`src/rtl/min2_stream_tracker.sv`:
```
// Streaming two-smallest tracker: scans one frame of (index, value) samples and
// reports the two smallest with a one-cycle TriggerBoss pulse one edge after the last sample.
module min2_stream_tracker #(
  parameter int IDX_W = 16,
  parameter int VAL_W = 14
) (
  input  logic             clk,
  input  logic             rst_n,
  input  logic             in_valid,
  input  logic             in_start,
  input  logic             in_last,
  input  logic [IDX_W-1:0] in_index,
  input  logic [VAL_W-1:0] in_value,
  output logic             MIN2_TriggerBoss,
  output logic [IDX_W-1:0] MIN2_Minimum1Index,
  output logic [VAL_W-1:0] MIN2_Minimum1Value,
  output logic [IDX_W-1:0] MIN2_Minimum2Index,
  output logic [VAL_W-1:0] MIN2_Minimum2Value,
  output logic             busy,
  output logic [IDX_W:0]   sample_count
);

  typedef enum logic {IDLE, SCAN} state_t;

  localparam logic [IDX_W-1:0] SENT_IDX = '1;
  localparam logic [VAL_W-1:0] SENT_VAL = '1;
  localparam logic [IDX_W:0]   CNT_MAX  = '1;
  localparam logic [IDX_W:0]   CNT_ONE  = (IDX_W+1)'(1);

  state_t           state_q, state_d;
  logic [IDX_W-1:0] m1_idx_q, m1_idx_d, m2_idx_q, m2_idx_d;
  logic [VAL_W-1:0] m1_val_q, m1_val_d, m2_val_q, m2_val_d;
  logic [IDX_W:0]   cnt_q, cnt_d;
  logic             done_q, done_d;

  logic             trig_q;
  logic [IDX_W-1:0] o1_idx_q, o2_idx_q;
  logic [VAL_W-1:0] o1_val_q, o2_val_q;
  logic [IDX_W:0]   ocnt_q;

  logic start_new, upd;

  // A start sample always opens a fresh frame, aborting any open one.
  assign start_new = in_valid && in_start;
  assign upd       = in_valid && !in_start && (state_q == SCAN);

  always_comb begin
    state_d  = state_q;
    m1_idx_d = m1_idx_q;
    m1_val_d = m1_val_q;
    m2_idx_d = m2_idx_q;
    m2_val_d = m2_val_q;
    cnt_d    = cnt_q;
    done_d   = 1'b0;
    if (start_new) begin
      m1_idx_d = in_index;
      m1_val_d = in_value;
      m2_idx_d = SENT_IDX;
      m2_val_d = SENT_VAL;
      cnt_d    = CNT_ONE;
      state_d  = in_last ? IDLE : SCAN;
      done_d   = in_last;
    end else if (upd) begin
      // Strict compares: ties leave the earlier sample in its rank.
      if (in_value < m1_val_q) begin
        m2_idx_d = m1_idx_q;
        m2_val_d = m1_val_q;
        m1_idx_d = in_index;
        m1_val_d = in_value;
      end else if (in_value < m2_val_q) begin
        m2_idx_d = in_index;
        m2_val_d = in_value;
      end
      cnt_d = (cnt_q == CNT_MAX) ? cnt_q : cnt_q + CNT_ONE;
      if (in_last) begin
        state_d = IDLE;
        done_d  = 1'b1;
      end
    end
  end

  always_ff @(posedge clk or negedge rst_n) begin
    if (!rst_n) begin
      state_q  <= IDLE;
      m1_idx_q <= SENT_IDX;
      m1_val_q <= SENT_VAL;
      m2_idx_q <= SENT_IDX;
      m2_val_q <= SENT_VAL;
      cnt_q    <= '0;
      done_q   <= 1'b0;
    end else begin
      state_q  <= state_d;
      m1_idx_q <= m1_idx_d;
      m1_val_q <= m1_val_d;
      m2_idx_q <= m2_idx_d;
      m2_val_q <= m2_val_d;
      cnt_q    <= cnt_d;
      done_q   <= done_d;
    end
  end

  // Results are captured from the running registers one edge after completion,
  // before a following frame's first sample can be seen in them.
  always_ff @(posedge clk or negedge rst_n) begin
    if (!rst_n) begin
      trig_q   <= 1'b0;
      o1_idx_q <= '0;
      o1_val_q <= '0;
      o2_idx_q <= '0;
      o2_val_q <= '0;
      ocnt_q   <= '0;
    end else begin
      trig_q <= done_q;
      if (done_q) begin
        o1_idx_q <= m1_idx_q;
        o1_val_q <= m1_val_q;
        o2_idx_q <= m2_idx_q;
        o2_val_q <= m2_val_q;
        ocnt_q   <= cnt_q;
      end
    end
  end

  assign MIN2_TriggerBoss   = trig_q;
  assign MIN2_Minimum1Index = o1_idx_q;
  assign MIN2_Minimum1Value = o1_val_q;
  assign MIN2_Minimum2Index = o2_idx_q;
  assign MIN2_Minimum2Value = o2_val_q;
  assign sample_count       = ocnt_q;
  assign busy               = (state_q == SCAN);

endmodule

```
`config.mk`:
```
export PLATFORM = sky130hd
export DESIGN_NAME = min2_stream_tracker
export DESIGN_NICKNAME = d
export VERILOG_FILES = /design/src/rtl/min2_stream_tracker.sv
export SDC_FILE = /design/constraint.sdc
export NUM_CORES = 1
export LEC_CHECK = 0
export BUFFER_PORTS_ARGS = -buffer_cell sky130_fd_sc_hd__buf_2
export CAP_MARGIN = 0
export CORE_MARGIN = 3
export CORE_UTILIZATION = 50
export CTS_CLUSTER_DIAMETER = 200
export DETAILED_ROUTE_END_ITERATION = 16
export GPL_TIMING_DRIVEN = 1
export PLACE_DENSITY_LB_ADDON = 0.08
export SLEW_MARGIN = 0
export SYNTH_ARGS = -nofsm -noshare
export SYNTH_HDL_FRONTEND = slang
export SYNTH_SLANG_ARGS = --single-unit
```
`constraint.sdc`:
```
create_clock -name clk -period 5.11 [get_ports clk]
set_clock_uncertainty 0.15 [all_clocks]
set_input_delay 0.2555 -clock clk [delete_from_list [all_inputs] [get_ports clk]]
set_output_delay 0.2555 -clock clk [all_outputs]
set_load 0.05 [all_outputs]
```
==> reports/results.tsv, run 1 <==
stage	metric	value	unit
sta	Final Hold Fails	0	
logic_synthesis	Distinct cells, synth	38	
sta	Max Fclk	253	MHz
logic_synthesis	synthesized flop and latch total	157	
clock_tree	hold-fix buffers at CTS	33	
logic_synthesis	Seq/Total Area, Yosys	54.8	%
layout	layout filler cell count	1095	
clock_tree	Clock Tree Root	clkbuf_16	
layout	share of layout cells above drive strength 1	44.7	%
routing	detail-routed via count per cell	5.28	
placement	RePlAce Congestion	0.791	
sta	Final period util	77.2	%
clock_tree	clock sinks	157	
worst_setup_path	Slowest cell on crit path	o41a_2	
pwr	Leakage	0.00421	uW
flow_run	Max-Cap Viols	0	
worst_setup_path	critical path endpoint category	flop	
routing	final WL	15200	um
clock_tree	Max Root-Sink Buffers	2	
logic_synthesis	Post-synth EDFFs	0	
sta	TNS Setup	0	ns
sta	Hold Slack	0.0278	ns
worst_setup_path	worst path cell trace	inv_1, ha_1, nand4_1, o221a_1, o41a_2, a311oi_4, buf_4, mux2_1	
routing	routed via count	4812	
die	# rows	43	
logic_synthesis	post-synth top area cell	dfrtp_1	
logic_synthesis	Synth top area share	33.2	%
die	die boundary width	127	um
pwr	peak supply drop	0.347	mV
routing	first-pass detailed-route iteration total	4	
logic_synthesis	Top FF cell, synth	dfrtp_1	
die	Core Area	14100	sq um
die	Die Y	127	um
clock_tree	number of CTS-inserted buffers	17	
logic_synthesis	count leader, synth	mux2_2	
worst_setup_path	worst setup path category	reg -> reg	
global_route	number of global-route vias before repair	5069	
placement	dpl hpwl	10000	um
clock_tree	H-tree levels	4	
run_status	outcome	complete, no violations	
logic_synthesis	Mapped Nets	640	
clock_tree	clock latency on the worst-skew pair	0.42	ns
logic_synthesis	Syn Inst Count	577	
logic_synthesis	synth warn	0	
sta	max-slew violation count	0	
hold_path	Hold WC Path Type	in -> reg	
routing	DR iter-0 viols	225	
worst_setup_path	worst stage delay on the critical path	0.89	ns
clock_tree	CTS clk-pin slew, worst paths	0.06	ns
clock_tree	setup bufs post-CTS	0	
pwr	power density over the cells	598	nW/um^2
global_route	GRT overflow	0	
clock_tree	CTS tree	yes	
routing	post-route ant nets	0	
global_route	total track usage	19.9	%
global_route	initial antenna violation count	1	
layout	cell area after layout	9000	sq um
routing	Post-route DRC	0	
sta	Worst Max-Slew Pin Slew	1.04	ns
placement	Placed Area	8040	sq um
sta	slew margin rel.	30.8	%
logic_synthesis	syn avg cell area	12.7	sq um
sta	post-layout min period	3.95	ns
routing	routed len/inst	16.7	um
layout	Layout Nets	780	
clock_tree	PostCTS Resize Cnt	0	
worst_setup_path	CP Max Fanout	32	
die	Top-Level Pins	114	
worst_setup_path	Arrival @ worst endpoint	4.14	ns
layout	P&R area growth vs syn	23.1	%
sta	endpoints failing setup	0	
sta	RSZ-0062 raised after global routing	no	
worst_setup_path	Setup crit start kind	flop	
worst_setup_path	Crit path buffers/inverters	2	
global_route	largest net degree at the start of global routing	98	
placement	Port-buffer cells	113	
global_route	first-pass GRT wire length	25600	um
logic_synthesis	largest cells by area after synthesis	dfrtp_1, dfstp_2, mux2_2	
worst_setup_path	Required @ worst endpoint	5.30	ns
die	Die ar.	16100	sq um
worst_setup_path	critical path's top delay family	compound AO/OA/AOI/OAI gates	
logic_synthesis	Mapped Area	7310	sq um
die	Starting Density	51.8	%
logic_synthesis	ys async rst share	100	%
logic_synthesis	synth cell count leaders	mux2_2, dfrtp_1, nor2_1	
[worst register-to-register path, cell delays in order, from the launching register on]
cell      delay, ns
dfstp_2        0.55
inv_1          0.04
ha_1           0.30
nand4_1        0.11
o221a_1        0.27
o41a_2         0.89
a311oi_4       0.85
buf_4          0.36
mux2_1         0.35
[cell usage in the layout (no fill, tap or decap), types with 11 or more instances in the layout]
| master | n |
|---|---|
| dlygate4sd3_1 | 33 |
| dfstp_2 | 60 |
| mux2_2 | 111 |
| xor2_1 | 11 |
| ha_1 | 28 |
| nand2_1 | 12 |
| mux2i_1 | 32 |
| nor2_1 | 81 |
| clkbuf_16 | 17 |
| dfrtp_1 | 96 |
| a21oi_1 | 14 |
| buf_2 | 112 |
| mux2_1 | 26 |
| inv_1 | 29 |
[kinds of logic (layout without fill, tap and decap cells)]
| family | Yosys count | after routing | share of synthesized area, % |
|---|---|---|---|
| adder cells (fa/ha/maj) | 28 | 28 | 4.79 |
| AND/OR/NAND/NOR | 122 | 122 | 7.23 |
| flip-flops | 157 | 157 | 54.8 |
| buffers and inverters | 59 | 212 | 3.37 |
| multiplexers | 169 | 169 | 25.5 |
| other | 0 | 1 | 0 |
| XOR/XNOR | 14 | 14 | 1.68 |
| AO/OA/AOI/OAI | 28 | 28 | 2.64 |
[path summary, 6_finish.rpt]
check | from | endpoint | slack [ns] | cells after the start
min | in_valid | done_q | 0.03 | 2
max | m1_val_q[5] | m2_val_q[0] | 1.16 | 8
min reg2reg | MIN2_Minimum1Value[8] | MIN2_Minimum1Value[8] | 0.35 | 1
min in group asynchronous | rst_n | MIN2_Minimum2Value[3] | 0.36 | 2
max in group asynchronous | rst_n | MIN2_Minimum1Index[14] | 3.15 | 3
max reg2reg | m1_val_q[5] | m2_val_q[0] | 1.16 | 8
[flip-flops by register name, indices dropped and copies added, names as in the netlist]
signal / flops
MIN2_Minimum1Value: 14
MIN2_Minimum2Value: 14
m2_val_q: 14
m1_idx_q: 16
cnt_q: 17
m2_idx_q: 16
MIN2_Minimum2Index: 16
m1_val_q: 14
MIN2_TriggerBoss: 1
busy: 1
sample_count: 17
done_q: 1
MIN2_Minimum1Index: 16
[final cells by class]
cell class	instances	area [sq um]	area share (%)
antenna	1	2.50	0.0278
clock buffer	18	439	4.88
clock inverter	14	189	2.10
inverter	29	109	1.21
multi-input combinational	361	3090	34.3
sequential	157	4010	44.5
tap	180	225	2.50
timing repair buffer	151	940	10.4
[where the power goes]
group          switching (uW)  internal [uW]  leakage (uW)
Sequential                267           1780       0.00182
Clock                     511            832      0.000315
Combinational            1320            677       0.00207
[through the flow]
stage	std cells	utilization, %	worst slack, ns	total power, uW
after floorplan	577	-	2.29	3530
after global placement	845	57.0	1.25	4000
after detailed placement	845	57.0	1.16	4060
after CTS	910	63.8	1.12	5440
after global routing	911	63.8	0.961	5670
final	911	63.8	1.16	5380
[metal layers]
metal	wire length (um)	GRT usage [%]	part of all wire (%)	vias up
met4	218	7.26	1.4	0
met1	6790	25.9	45	2416
met2	7620	33.2	50	99
met5	0	0	0	-
li1	-	-	-	2278
met3	586	3.79	3.9	19
(Power assumes the default switching activity.)
==> run 2: changes to the inputs <==
- clock period: 5.11 -> 3.7 ns (I/O delays scaled with it)
==> run 2 against run 1 <==
Against the previous run:
- non-clock buffer count rose by 6
- critical path depth is the same
- flip-flop and latch count unchanged
- combinational power up 37%
- utilization is 0.20 points higher
- sequential power grew 38%
- cell area increased by 0.31%
- worst hold slack worse by 0.0060 ns
- cell count grew 0.55%
- via count is 0.21% lower
- count of clock-buffer cells in the layout up 5
- clock power up 29%
- critical path type unchanged
- critical endpoint is now m2_idx_q[3]
- largest cell class unchanged
- highest routed layer unchanged
==> reports/results.tsv, run 2 (synthesis gave the netlist of run 1 again) <==
stage	metric	value	unit
layout	most common cell after layout, fill and taps aside	buf_2	
worst_setup_path	reg2reg start	m1_val_q[5]	
layout	Layout Nets	786	
global_route	GRT overflow	0	
routing	post-route ant nets	0	
sta	Final period util	84.8	%
sta	Final Hold Fails	0	
worst_setup_path	Slowest cell on crit path	o41a_2	
layout	fin util	64.0	%
worst_setup_path	critical path's top delay family	compound AO/OA/AOI/OAI gates	
placement	RePlAce Congestion	0.786	
routing	DR iter-0 viols	179	
clock_tree	Clock Tree Root	clkbuf_16	
worst_setup_path	Arrival @ worst endpoint	3.32	ns
global_route	first-pass GRT wire length	25300	um
clock_tree	number of CTS-inserted buffers	17	
sta	post-layout min period	3.14	ns
clock_tree	CTS clk-pin slew, worst paths	0.06	ns
worst_setup_path	worst path cell trace	inv_1, ha_1, nand4_1, o221a_1, o41a_2, a311oi_4, buf_4, mux2_1	
die	# rows	43	
worst_setup_path	critical path endpoint category	flop	
clock_tree	clock latency on the worst-skew pair	0.41	ns
routing	Post-route DRC	0	
die	die boundary width	127	um
routing	detail-routed via count per cell	5.24	
pwr	Combinational Power Share	37.7	%
sta	endpoints failing setup	0	
global_route	total track usage	19.7	%
pwr	Int Power	4470	uW
pwr	sequential share of power	38.6	%
placement	Port-buffer cells	113	
worst_setup_path	Required @ worst endpoint	3.89	ns
worst_setup_path	CP Max Fanout	24	
worst_setup_path	Setup crit start kind	flop	
global_route	largest net degree at the start of global routing	114	
clock_tree	Max Root-Sink Buffers	2	
pwr	switching fraction of total power	38.8	%
pwr	peak supply drop	0.549	mV
worst_setup_path	worst stage delay on the critical path	0.56	ns
sta	max-slew violation count	0	
sta	Max Fclk	319	MHz
clock_tree	H-tree levels	4	
worst_setup_path	worst setup path category	reg -> reg	
global_route	number of global-route vias before repair	5140	
sta	Worst Max-Slew Pin Slew	1.05	ns
layout	commonest non-fill, non-tap cells in the layout	buf_2, mux2_2, dfrtp_1	
pwr	power density over the cells	809	nW/um^2
die	Die ar.	16100	sq um
sta	RSZ-0062 raised after global routing	no	
flow_run	Max-Cap Viols	0	
die	Die Y	127	um
routing	first-pass detailed-route iteration total	4	
clock_tree	CTS tree	yes	
die	Starting Density	51.8	%
die	Core Area	14100	sq um
routing	final WL	14900	um
layout	n_diodes	0	
pwr	clock share of power	23.7	%
clock_tree	clock sinks	157	
global_route	initial antenna violation count	0	
worst_setup_path	Critical Path Start	m1_val_q[5]	
routing	routed via count	4802	
pwr	switching pwr	2840	uW
sta	TNS Setup	0	ns
pwr	Final Power	7300	uW
hold_path	Hold WC Path Type	in -> reg	
clock_tree	setup bufs post-CTS	0	
routing	routed len/inst	16.2	um
pwr	Leakage	0.00422	uW
hold_path	hold_sp	in_valid	
worst_setup_path	Crit path buffers/inverters	2	
run_status	outcome	complete, no violations	
sta	slew margin rel.	30.3	%
layout	share of layout cells above drive strength 1	44.6	%
layout	P&R area growth vs syn	23.5	%
placement	dpl hpwl	9890	um
die	Top-Level Pins	114	
## run 2: power by group through the flow
stage / Clock (uW) / Sequential (uW) / Combinational, uW
floorplan: 0 / 3820 / 1050
global placement: 0 / 2820 / 2710
detailed placement: 0 / 2860 / 2750
CTS: 1770 / 2830 / 2790
global route: 1840 / 2900 / 2960
finish: 1730 / 2820 / 2750
## run 2: final cells by class
| class | count | area, sq um |
|---|---|---|
| Clock buffer | 23 | 488 |
| Clock inverter | 9 | 108 |
| Fill cell | 1105 | 5070 |
| Inverter | 29 | 109 |
| Multi-Input combinational cell | 361 | 3090 |
| Sequential cell | 157 | 4010 |
| Tap cell | 180 | 225 |
| Timing Repair Buffer | 157 | 1000 |
## run 2: through the flow
| stage | setup slack, ns | cell area, sq um | hold WS, ns | std cells |
|---|---|---|---|---|
| 3_5_place_dp | 0.557 | 8080 | 0.260 | 849 |
| 3_3_place_gp | 0.611 | 8080 | 0.248 | 849 |
| 6_report | 0.561 | 9020 | 0.0218 | 916 |
| 5_1_grt | 0.377 | 9020 | 0.0382 | 916 |
| 2_1_floorplan | 0.882 | 7310 | -0.261 | 577 |
| 4_1_cts | 0.537 | 9020 | 0.00651 | 916 |
## run 2: what timing repair did
item                                   in CTS  in global routing
resized for setup                           0                  0
endpoints found under the hold margin     103                  0
hold buffers                               35                  0
## run 2: path summary, 6_finish.rpt
check / end / slack [ns] / cells after the start
setup / recovery: m2_idx_q[3] / 0.56 / 8
hold / removal: cnt_q[0] / 0.02 / 3
setup reg to reg: m2_idx_q[3] / 0.56 / 8
hold reg to reg: m2_val_q[13] / 0.35 / 2
max in group asynchronous: m1_idx_q[0] / 2.16 / 3
min in group asynchronous: MIN2_Minimum2Value[3] / 0.34 / 2
## run 2: layer usage
layer	track usage, %	routed length, um
met5	0	0
met4	7.13	299
met3	4.00	510
met2	32.5	7260
met1	25.8	6800
## run 2: tightest hold or removal path, cell delays in order
cell and delay, ns:
buf_2 0.18, nand2_1 0.13, nand2_1 0.05
